`config.mk`:
```
export PLATFORM = sky130hd
export DESIGN_NAME = rot_step_ctrl
export DESIGN_NICKNAME = d
export VERILOG_FILES = /design/src/rtl/rot_pkg.sv /design/src/rtl/rot_pos_reg.sv /design/src/rtl/rot_step_ctrl.sv
export SDC_FILE = /design/constraint.sdc
export NUM_CORES = 1
export LEC_CHECK = 0
export CORE_MARGIN = 8
export CORE_UTILIZATION = 30
export CTS_BUF_LIST = sky130_fd_sc_hd__clkbuf_16
export CTS_CLUSTER_DIAMETER = 50
export DETAILED_ROUTE_END_ITERATION = 10
export GPL_TIMING_DRIVEN = 0
export PLACE_DENSITY = 0.48
export SLEW_MARGIN = 0
export SYNTH_ARGS = -nofsm -noshare
export SYNTH_HDL_FRONTEND = slang
export SYNTH_SLANG_ARGS = --single-unit
```
`constraint.sdc`:
```
create_clock -name clk -period 3.15 [get_ports clk]
set_input_delay 0.63 -clock clk [delete_from_list [all_inputs] [get_ports clk]]
set_output_delay 0.63 -clock clk [all_outputs]
set_load 0.02 [all_outputs]
```
`src/rtl/rot_pkg.sv`:
```
// Shared types and constants for the rotary-step sequencer.
package rot_pkg;

    typedef enum logic [1:0] {
        IDLE  = 2'd0,
        OFFER = 2'd1,
        GAP   = 2'd2
    } rot_state_t;

    localparam logic DIR_RIGHT = 1'b0;
    localparam logic DIR_LEFT  = 1'b1;

    // Width of a down-counter that must hold values up to cyc-1.
    function automatic int unsigned gap_cnt_w(input int unsigned cyc);
        return (cyc > 1) ? $clog2(cyc) : 1;
    endfunction

endpackage

```
`src/rtl/rot_pos_reg.sv`:
```
// Bounded position register: saturates or wraps at 0 and POS_MAX.
module rot_pos_reg
    import rot_pkg::*;
#(
    parameter int POS_W   = 8,
    parameter int POS_MAX = 255,
    parameter int WRAP    = 0
) (
    input  logic             clk,
    input  logic             rst_n,
    input  logic             clr,
    input  logic             inc,
    input  logic             dec,
    output logic [POS_W-1:0] pos
);

    localparam logic [POS_W-1:0] MAX_V = POS_W'(POS_MAX);

    always_ff @(posedge clk or negedge rst_n) begin
        if (!rst_n) begin
            pos <= '0;
        end else if (clr) begin
            pos <= '0;
        end else if (inc) begin
            if (pos == MAX_V) begin
                pos <= (WRAP != 0) ? '0 : pos;
            end else begin
                pos <= pos + 1'b1;
            end
        end else if (dec) begin
            if (pos == '0) begin
                pos <= (WRAP != 0) ? MAX_V : pos;
            end else begin
                pos <= pos - 1'b1;
            end
        end
    end

endmodule

```
`src/rtl/rot_step_ctrl.sv`:
```
// Rotary event sequencer: edge-detects encoder events, tracks position and
// delivers buffered net steps over a rate-limited valid/ready handshake.
module rot_step_ctrl
    import rot_pkg::*;
#(
    parameter int POS_W   = 8,
    parameter int POS_MAX = 255,
    parameter int WRAP    = 0,
    parameter int PEND_W  = 4,
    parameter int GAP_CYC = 16
) (
    input  logic             clk,
    input  logic             rst_n,
    input  logic             en,
    input  logic             clr,
    input  logic             rot_event,
    input  logic             rot_left,
    output logic             step_valid,
    output logic             step_dir,
    input  logic             step_ready,
    output logic [POS_W-1:0] pos,
    output logic             pend_ovf,
    output logic             busy
);

    localparam int PEND_LIM = (1 << (PEND_W - 1)) - 1;
    localparam int GAP_W    = gap_cnt_w(GAP_CYC);
    localparam int SUM_W    = PEND_W + 2;

    localparam logic signed [SUM_W-1:0] LIM_P = SUM_W'(PEND_LIM);
    localparam logic signed [SUM_W-1:0] LIM_N = -LIM_P;

    logic                     rot_event_q;
    logic                     ev;
    logic                     take;
    logic                     ev_ovf;
    logic signed [PEND_W-1:0] pend;
    logic signed [PEND_W-1:0] pend_nx;
    logic signed [PEND_W-1:0] take_n;
    logic signed [SUM_W-1:0]  ev_d;
    logic signed [SUM_W-1:0]  sum_all;

    rot_state_t       state_q, state_d;
    logic [GAP_W-1:0] gap_q, gap_d;
    logic             dir_q, dir_d;

    always_ff @(posedge clk or negedge rst_n) begin
        if (!rst_n) begin
            rot_event_q <= 1'b0;
        end else begin
            rot_event_q <= rot_event;
        end
    end

    assign ev = en & rot_event & ~rot_event_q;

    rot_pos_reg #(
        .POS_W   (POS_W),
        .POS_MAX (POS_MAX),
        .WRAP    (WRAP)
    ) u_pos (
        .clk   (clk),
        .rst_n (rst_n),
        .clr   (clr),
        .inc   (ev & ~rot_left),
        .dec   (ev & rot_left),
        .pos   (pos)
    );

    // An event that would push pend past the limit is dropped from pend only;
    // a concurrent latch still removes its step.
    always_comb begin
        ev_d   = '0;
        take_n = '0;
        if (ev) begin
            ev_d = rot_left ? '1 : SUM_W'(1);
        end
        if (take) begin
            take_n = pend[PEND_W-1] ? '1 : PEND_W'(1);
        end
        sum_all = {{2{pend[PEND_W-1]}}, pend} + ev_d - {{2{take_n[PEND_W-1]}}, take_n};
        ev_ovf  = ev & ((sum_all > LIM_P) | (sum_all < LIM_N));
        if (ev_ovf) begin
            pend_nx = pend - take_n;
        end else begin
            pend_nx = sum_all[PEND_W-1:0];
        end
    end

    always_ff @(posedge clk or negedge rst_n) begin
        if (!rst_n) begin
            pend     <= '0;
            pend_ovf <= 1'b0;
        end else if (clr) begin
            pend     <= '0;
            pend_ovf <= 1'b0;
        end else begin
            pend <= pend_nx;
            if (ev_ovf) begin
                pend_ovf <= 1'b1;
            end
        end
    end

    always_ff @(posedge clk or negedge rst_n) begin
        if (!rst_n) begin
            state_q <= IDLE;
            gap_q   <= '0;
            dir_q   <= DIR_RIGHT;
        end else begin
            state_q <= state_d;
            gap_q   <= gap_d;
            dir_q   <= dir_d;
        end
    end

    // A clear in IDLE wins over latching, so nothing is offered after clr.
    always_comb begin
        state_d = state_q;
        gap_d   = gap_q;
        dir_d   = dir_q;
        take    = 1'b0;
        unique case (state_q)
            IDLE: begin
                if ((pend != '0) && !clr) begin
                    take    = 1'b1;
                    dir_d   = pend[PEND_W-1] ? DIR_LEFT : DIR_RIGHT;
                    state_d = OFFER;
                end
            end
            OFFER: begin
                if (step_ready) begin
                    gap_d   = GAP_W'(GAP_CYC - 1);
                    state_d = GAP;
                end
            end
            GAP: begin
                if (gap_q == '0) begin
                    state_d = IDLE;
                end else begin
                    gap_d = gap_q - 1'b1;
                end
            end
            default: begin
                state_d = IDLE;
            end
        endcase
    end

    assign step_valid = (state_q == OFFER);
    assign step_dir   = dir_q;
    assign busy       = (state_q != IDLE) || (pend != '0);

endmodule
```
==> qor_table.md, run 1 <==
| Metric | This run | Unit |
|:---|:---|:---|
| Outcome | complete, but fails checks | - |
| Failing checks | negative setup slack | - |
| Hold Violations, Final | 0 | - |
| Fraction of final layout cells with drive strength greater than 1 | 28.4 | % |
| Proportion of synthesized area in mux cells | 5.38 | % |
| CTS tree | done | - |
| Top post-synthesis cells by count | 29 x sky130_fd_sc_hd__inv_1, 26 x sky130_fd_sc_hd__nor2_1, 21 x sky130_fd_sc_hd__dfrtp_1 | - |
| Clock latency of the later-clocked register in the worst-skew pair | 0.26 | ns |
| Max Root-Sink Buffers | 2 | - |
| Total routing resource utilization after global routing | 10.4 | % |
| Worst Path Required | 3.29 | ns |
| Max-cap viol count | 0 | - |
| Least-Margin Pin Slew | 1.04 | ns |
| Total number of clock tree sinks | 21 | - |
| Yosys warning count | 0 | - |
| Maximum net fanout on the critical path | 5 | - |
| Family of cells with the greatest summed delay on the critical path | simple AND/OR/NAND/NOR gates | - |
| Final Worst Setup Slack | -0.0333 | ns |
| Count of placed standard cells including taps | 303 | - |
| Register area | 532 | um^2 |
| Most frequent cell after synthesis | sky130_fd_sc_hd__inv_1 | - |
| Vertical die dimension | 94.7 | um |
| Final routed wirelength across all metal layers | 4.39 | mm |
| Final RePlAce weighted congestion | 0.734 | - |
| RSZ-0062 raised after global routing | true | - |
| Number of nets in the synthesized netlist | 239 | - |
| Leak pwr | 0.00112 | uW |
| Cell-by-cell trace of the critical path | buf_12 > or4_4 > inv_4 > ha_4 > inv_2 > ha_4 > inv_2 > fa_2 > nand2b_4 > a21oi_4 > xnor2_4 > a211oi_4 > a32oi_4 > mux2_4 | - |
| Time the final worst path needs with I/O delays and setup | 3.18 | ns |
| Quantity of I/O buffers inserted on ports | 18 | - |
| Count of different cell masters after synthesis | 46 | - |
| Maximum VDD drop | 0.323 | mV |
| Area fraction in compound gates after synthesis | 14.7 | % |
| Number of enable flip-flop cells after synthesis | 0 | - |
| Final setup viols | 5 | - |
| # nets final | 280 | - |
| Number of global-route vias before repair | 1586 | - |
| Sum of net half-perimeters after detailed placement | 3.13 | mm |
| Delay of the slowest critical-path stage | 0.49 | ns |
| Routed vias | 1561 | - |
| H-tree depth | 1 | - |
| Final non-filler cell total | 325 | - |
| CTS root buf | sky130_fd_sc_hd__clkbuf_16 | - |
| Critical path type | in2reg | - |
| Layout fillers | 629 | - |
| Antenna violations before repair | 0 | - |
| Length of the first detailed-routing pass in iterations | 4 | - |
| Hold Path Class | reg2reg | - |
| Worst slew margin | 30.6 | % |
| Layout overhead on the synthesized area | 35.2 | % |
| Simple-gate area share of the yosys netlist | 23.0 | % |
| Arrival time at the worst endpoint | 3.33 | ns |
| Cell accounting for the most synthesized area | sky130_fd_sc_hd__dfrtp_1 | - |
| Post-placement worst setup slack | -1.18 | ns |
| FP Rows | 28 | - |
| Power per standard cell area | 927 | mW/mm^2 |
| I/O pin count | 19 | - |
| Synth Register Bits | 21 | - |
| Count of inserted antenna diode cells | 0 | - |
| Top-area cell type share of the netlist area | 28.3 | % |
| Mean cell area of the mapped netlist | 8.85 | um^2 |
| Core Area | 0.00596 | mm^2 |
| Starting density of the core | 31.2 | % |
| Ys async rst share | 100 | % |
| Hold_buf cts | 0 | - |
| Ratio of routed vias to standard cells | 4.80 | - |
| Buffering stage count on the worst path with inverters included | 4 | - |
| Die Span X | 94.7 | um |
| Xor-xnor portion of the synthesized cell area | 4.24 | % |
| Starting DRT DRC Count | 21 | - |
| Grt ovf | 0 | - |
| Floorplan die area | 0.00897 | mm^2 |
| Largest net degree at the start of global routing | 22 | - |
| Worst-case hold slack | 0.473 | ns |
| Share of synthesized area occupied by flip-flops and latches | 28.3 | % |
| Slowest library cell on the worst path | sky130_fd_sc_hd__or4_4 | - |
| Post-synthesis adder-cell area fraction | 16.8 | % |
| Cells after synthesis | 210 | - |
| Combinational family with the most area after synthesis | simple AND/OR/NAND/NOR gates | - |
| Synth Cell Area | 0.00186 | mm^2 |
| Global-route wire length before repair | 7.51 | mm |
| Average wire per cell in the routed design | 13.5 | um |
| Flip-flop cell with the highest count after synthesis | sky130_fd_sc_hd__dfrtp_1 | - |
| Final critical-path share of the clock period | 101 | % |
| CTS clk-pin slew, worst paths | 0.06 | ns |
| Category of the worst setup path launch point | primary input | - |
| Worst Setup End Kind | flop | - |
| Final ANT Viol Nets | 0 | - |
| Largest cells by area after synthesis | sky130_fd_sc_hd__dfrtp_1 28%, sky130_fd_sc_hd__ha_1 11%, sky130_fd_sc_hd__inv_1 5.9% | - |
| Final setup skew | 0.00233 | ns |
| Maximum clock frequency | 314 | MHz |
| Pins Over Slew Limit | 0 | - |
| Num CTS Buffers | 3 | - |
| Residual DRC | 0 | - |
| Multi-input gate area | 0.00134 | mm^2 |
-- routing by layer --
layer / vias up / global-route usage [%] / part of all wire, % / routed length [um]
met4: 0 / 2.34 / 0.96 / 42
li1: 794 / - / - / -
met5: - / 0 / 0 / 0
met2: 16 / 17.4 / 48 / 2130
met1: 747 / 13.1 / 47 / 2050
met3: 4 / 2.46 / 3.8 / 169
-- logic make-up after synthesis --
family                   after synthesis
AO/OA/AOI/OAI                         37
multiplexers                           8
XOR/XNOR                               9
adder cells (fa/ha/maj)               22
buffers and inverters                 33
AND/OR/NAND/NOR                       80
flip-flops                            21
-- path summary, 6_finish.rpt --
kind	start	to	slack (ns)	cells after the start
min	step_dir	step_dir	0.47	2
max in group asynchronous	rst_n	state_q[1]	1.51	1
max reg2reg	state_q[1]	pend[1]	-0.01	13
max	clr	pend[1]	-0.03	14
min in group asynchronous	rst_n	gap_q[3]	0.94	1
min reg2reg	step_dir	step_dir	0.47	2
-- cell usage in the layout, fill, tap and decap left out, drive strengths merged, types with 4 or more instances in the layout --
cell type / instances
inv: 29
nor2: 26
buf: 24
dfrtp: 21
nand2: 18
ha: 17
clkdlybuf4s50: 14
a21oi: 13
o21ai: 10
xnor2: 7
nor3: 5
fa: 5
nand2b: 5
mux2: 4
mux2i: 4
nand3b: 4
clkbuf: 4
and3: 4
-- state kept, by name, indices dropped and copies added, names as in the netlist --
signal	count
step_dir	1
gap_q	4
state_q	2
u_pos.pos	8
rot_event_q	1
pend	4
pend_ovf	1
-- final cells by class --
type                            instances  area share, %
Multi-Input combinational cell        156           53.4
Sequential cell                        21           21.2
Timing Repair Buffer                   36           12.7
Inverter                               29           4.43
Tap cell                               75           3.73
Clock buffer                            3           2.99
Buffer                                  4           1.39
Clock inverter                          1          0.199
-- power breakdown --
group / internal (uW) / leakage, uW / switching, uW
logic: 833 / 0.000822 / 788
registers: 347 / 0.000258 / 82.8
clock network: 171 / 0.0000409 / 107
total: 1350 / 0.00112 / 978
-- through the flow --
step / utilization, % / cell area [um^2] / setup TNS, ns / total power [uW]
global placement: 37.0 / 2200 / -5.80 / 1700
detailed placement: 37.0 / 2200 / -5.90 / 1700
floorplan: - / 1930 / -0.689 / 1440
global route: 42.2 / 2510 / -0.661 / 2520
finish: 42.2 / 2510 / -0.129 / 2330
CTS: 41.5 / 2470 / -0.126 / 2290
-- worst reg2reg max path, delay by kind of cell (launching register included) --
kind	cells	cell delay, ns
buffers and inverters	3	0.17
adders and majority gates	3	0.64
xor gates and xnor gates	1	0.17
muxes	1	0.33
and+or+nand+nor	2	0.70
AOI/OAI and AO/OA	3	0.62
DFF	1	0.42
-- repair_timing --
| item | 4_1_cts | 5_1_grt |
|---|---|---|
| pin swaps | 17 | 1 |
| cloned | 0 | 0 |
| endpoints found under the setup margin | 5 | 5 |
| gates resized for setup | 32 | 8 |
| buffers inserted | 16 | 2 |
Power figures use the tool's default switching activity.
==> run 2: changes to the inputs <==
--- a/config.mk
+++ b/config.mk
@@ -5,6 +5,7 @@
 export SDC_FILE = /design/constraint.sdc
 export NUM_CORES = 1
 export LEC_CHECK = 0
+export CORE_ASPECT_RATIO = 1.1
 export CORE_MARGIN = 8
 export CORE_UTILIZATION = 30
 export CTS_BUF_LIST = sky130_fd_sc_hd__clkbuf_16
==> run 2 against run 1 <==
The run still ends with negative setup slack left. Count of clock-buffer cells in the layout did not move. Total power decreased by 2.8%. Non-clock buffer count decreased by 3. First-iteration DRC count increased by 140%. Cell count rose by 0.62%. Setup slack got worse by 0.083 ns. Sequential power about the same. Combinational power is 4% lower. Wire length shrank 3.0%. Cell area shrank 1.4%. Global-route usage fell by 0.092 points. Critical endpoint is now pend[3]. Highest routed layer unchanged.
==> qor_table.md, run 2 (same netlist as run 1, synthesis figures left out) <==
| Metric | This run | Unit | vs previous |
|:---|:---|:---|:---|
| FP Rows | 30 | - | +7.1% |
| Cell depth of the worst flop-to-flop path | 13 | - | unchanged |
| CTS tree | done | - |  |
| Source of the critical timing path | state_q[0] | - |  |
| CTS root buf | sky130_fd_sc_hd__clkbuf_16 | - |  |
| Max Root-Sink Buffers | 2 | - | unchanged |
| Num CTS Buffers | 3 | - | unchanged |
| Final setup viols | 4 | - | -1 |
| Total negative slack | -0.444 | ns | -0.314 ns |
| Hold Violations, Final | 0 | - | unchanged |
| Final routed wirelength across all metal layers | 4.26 | mm | -3.0% |
| Worst Path Required | 3.29 | ns | about the same |
| Maximum clock frequency | 306 | MHz | -2.6% |
| Worst-case hold slack | 0.470 | ns | -0.00292 ns |
| Core Area | 0.00608 | mm^2 | +2.1% |
| Worst slew margin | 32.4 | % | +1.8 points |
| Antenna violations before repair | 0 | - | unchanged |
| Final Worst Setup Slack | -0.117 | ns | -0.0834 ns |
| I/O pin count | 19 | - | unchanged |
| Least-Margin Pin Slew | 1.01 | ns | -0.0276 ns |
| Hold_buf cts | 0 | - | unchanged |
| Clock latency of the later-clocked register in the worst-skew pair | 0.25 | ns | about the same |
| Length of the first detailed-routing pass in iterations | 4 | - | unchanged |
| Maximum net fanout on the critical path | 5 | - | unchanged |
| Fraction of final layout cells with drive strength greater than 1 | 25.1 | % | -3.3 points |
| Layout overhead on the synthesized area | 33.3 | % |  |
| Worst reg2reg setup slack | -0.12 | ns | -0.11 ns |
| Final critical-path share of the clock period | 104 | % | +2.6 points |
| Total number of clock tree sinks | 21 | - | unchanged |
| Time the final worst path needs with I/O delays and setup | 3.27 | ns | +0.0834 ns |
| Routed vias | 1530 | - | -2.0% |
| Failing checks | negative setup slack | - |  |
| Final non-filler cell total | 327 | - | +0.62% |
| Worst reg2reg path endpoint | pend[3] | - |  |
| Utilization after layout | 40.8 | % | -1.4 points |
| Post-placement worst setup slack | -1.16 | ns | +0.0274 ns |
| Grt ovf | 0 | - | unchanged |
| Maximum VDD drop | 0.304 | mV | -5.8% |
| Power per standard cell area | 914 | mW/mm^2 | -1.4% |
| Residual DRC | 0 | - | unchanged |
| Critical path type | reg2reg | - |  |
| Setup crit end | pend[3] | - |  |
| H-tree depth | 1 | - | unchanged |
| Final setup skew | 0.00122 | ns | -0.00111 ns |
| Pins Over Slew Limit | 0 | - | unchanged |
| Sum of net half-perimeters after detailed placement | 3.18 | mm | +1.6% |
| Number of global-route vias before repair | 1633 | - | +3.0% |
| Number of flip-flops under the largest register name | 8 | - | unchanged |
| Layout fillers | 654 | - | +4.0% |
| Leak pwr | 0.00111 | uW | -1.3% |
| Starting density of the core | 30.6 | % | -0.64 points |
| Count of placed standard cells including taps | 308 | - | +1.7% |
| Floorplan die area | 0.00898 | mm^2 | about the same |
| Most used cells in the layout excluding fill and tap cells | 25 x sky130_fd_sc_hd__inv_1, 24 x sky130_fd_sc_hd__nor2_1, 18 x sky130_fd_sc_hd__dfrtp_1, 16 x sky130_fd_sc_hd__nand2_1, 15 x sky130_fd_sc_hd__buf_4 | - |  |
| Quantity of I/O buffers inserted on ports | 18 | - | unchanged |
| Global-route wire length before repair | 7.74 | mm | +3.1% |
| Category of the worst setup path launch point | flop | - |  |
| Top reg by flops | u_pos.pos | - |  |
| Outcome | complete, but fails checks | - |  |
| # nets final | 277 | - | -1.1% |
| Worst Setup End Kind | flop | - |  |
| Vertical die dimension | 98.6 | um | +4.1% |
| Commonest non-fill, non-tap cell in the layout | sky130_fd_sc_hd__inv_1 | - |  |
| Start of the worst register-to-register path | state_q[0] | - |  |
| Die Span X | 91.1 | um | -3.9% |
| Max-cap viol count | 0 | - | unchanged |
| Total routing resource utilization after global routing | 10.3 | % | -0.092 points |
| Final ANT Viol Nets | 0 | - | unchanged |
| Arrival time at the worst endpoint | 3.41 | ns | +0.08 ns |
| Hold Path Class | reg2reg | - |  |
| CTS clk-pin slew, worst paths | 0.06 | ns | about the same |
| Largest regs | u_pos.pos (8), gap_q (4), pend (4) | - |  |
| Largest net degree at the start of global routing | 22 | - | unchanged |
| Average wire per cell in the routed design | 13.0 | um | -3.6% |
| Count of inserted antenna diode cells | 0 | - | unchanged |
| Starting DRT DRC Count | 50 | - | +140% |
| Final RePlAce weighted congestion | 0.777 | - | +5.8% |
| RSZ-0062 raised after global routing | true | - |  |
| Ratio of routed vias to standard cells | 4.68 | - | -2.6% |
==> run 2: cell count changes in the layout (fill, tap and decap cells not counted), moves of 2 or more <==
cell	delta
sky130_fd_sc_hd__buf_2	-2
sky130_fd_sc_hd__buf_4	-2
sky130_fd_sc_hd__dfrtp_1	+2
sky130_fd_sc_hd__dfrtp_2	-2
==> run 2: power by group <==
part | leakage [uW] | switching (uW) | internal (uW) | total (uW)
registers | 0.000261 | 87.8 | 346 | 433
clock network | 0.0000409 | 105 | 171 | 276
logic | 0.000805 | 751 | 805 | 1560
==> run 2: worst min-delay path by stage <==
stage          slack, ns  startpoint     endpoint  depth (start not counted)
3_5_place_dp        0.46    step_dir     step_dir                          2
5_1_grt             0.51   rot_event  rot_event_q                          1
2_1_floorplan       0.33       rst_n     gap_q[0]                          0
3_3_place_gp        0.46    step_dir     step_dir                          2
4_1_cts             0.48    step_dir     step_dir                          2
6_report            0.47    step_dir     step_dir                          2
==> run 2: final cells by class <==
type | count | area (um^2) | area share [%]
multi-input combinational | 156 | 1330 | 53.7
sequential | 21 | 529 | 21.4
timing repair buffer | 33 | 292 | 11.8
inverter | 29 | 111 | 4.49
tap | 80 | 100 | 4.04
clock buffer | 3 | 75.1 | 3.03
buffer | 4 | 35.0 | 1.41
clock inverter | 1 | 5.00 | 0.202
==> run 2: worst max-delay path, stage by stage, from the launching register on <==
cell and delay [ns]:
sky130_fd_sc_hd__dfrtp_2 0.43, sky130_fd_sc_hd__or4_4 0.56, sky130_fd_sc_hd__inv_4 0.08, sky130_fd_sc_hd__ha_4 0.19
sky130_fd_sc_hd__inv_2 0.06, sky130_fd_sc_hd__ha_4 0.12, sky130_fd_sc_hd__inv_2 0.04, sky130_fd_sc_hd__fa_2 0.36
sky130_fd_sc_hd__nand2b_4 0.16, sky130_fd_sc_hd__a21oi_4 0.18, sky130_fd_sc_hd__xnor2_4 0.17, sky130_fd_sc_hd__a211oi_2 0.12
sky130_fd_sc_hd__a32oi_4 0.34, sky130_fd_sc_hd__mux2_4 0.34
==> run 2: per-layer routing <==
| metal | track usage [%] | vias up | part of all wire, % |
|---|---|---|---|
| met5 | 0 | - | 0 |
| met4 | 2.02 | 0 | 0.68 |
| met3 | 2.81 | 4 | 3.6 |
| met2 | 16.6 | 20 | 47 |
| met1 | 13.3 | 722 | 49 |
| li1 | - | 784 | - |
==> run 2: what timing repair did <==
item	4_1_cts	5_1_grt
setup endpoints to repair	5	5
resized for setup	20	9
pin swaps	12	3
setup buffers	13	2
==> run 2: through the flow <==
step	power [uW]	instance area [um^2]
after global routing	2490	2480
after global placement	1710	2210
after detailed placement	1720	2210
after CTS	2170	2420
after floorplan	1440	1930
final	2260	2480
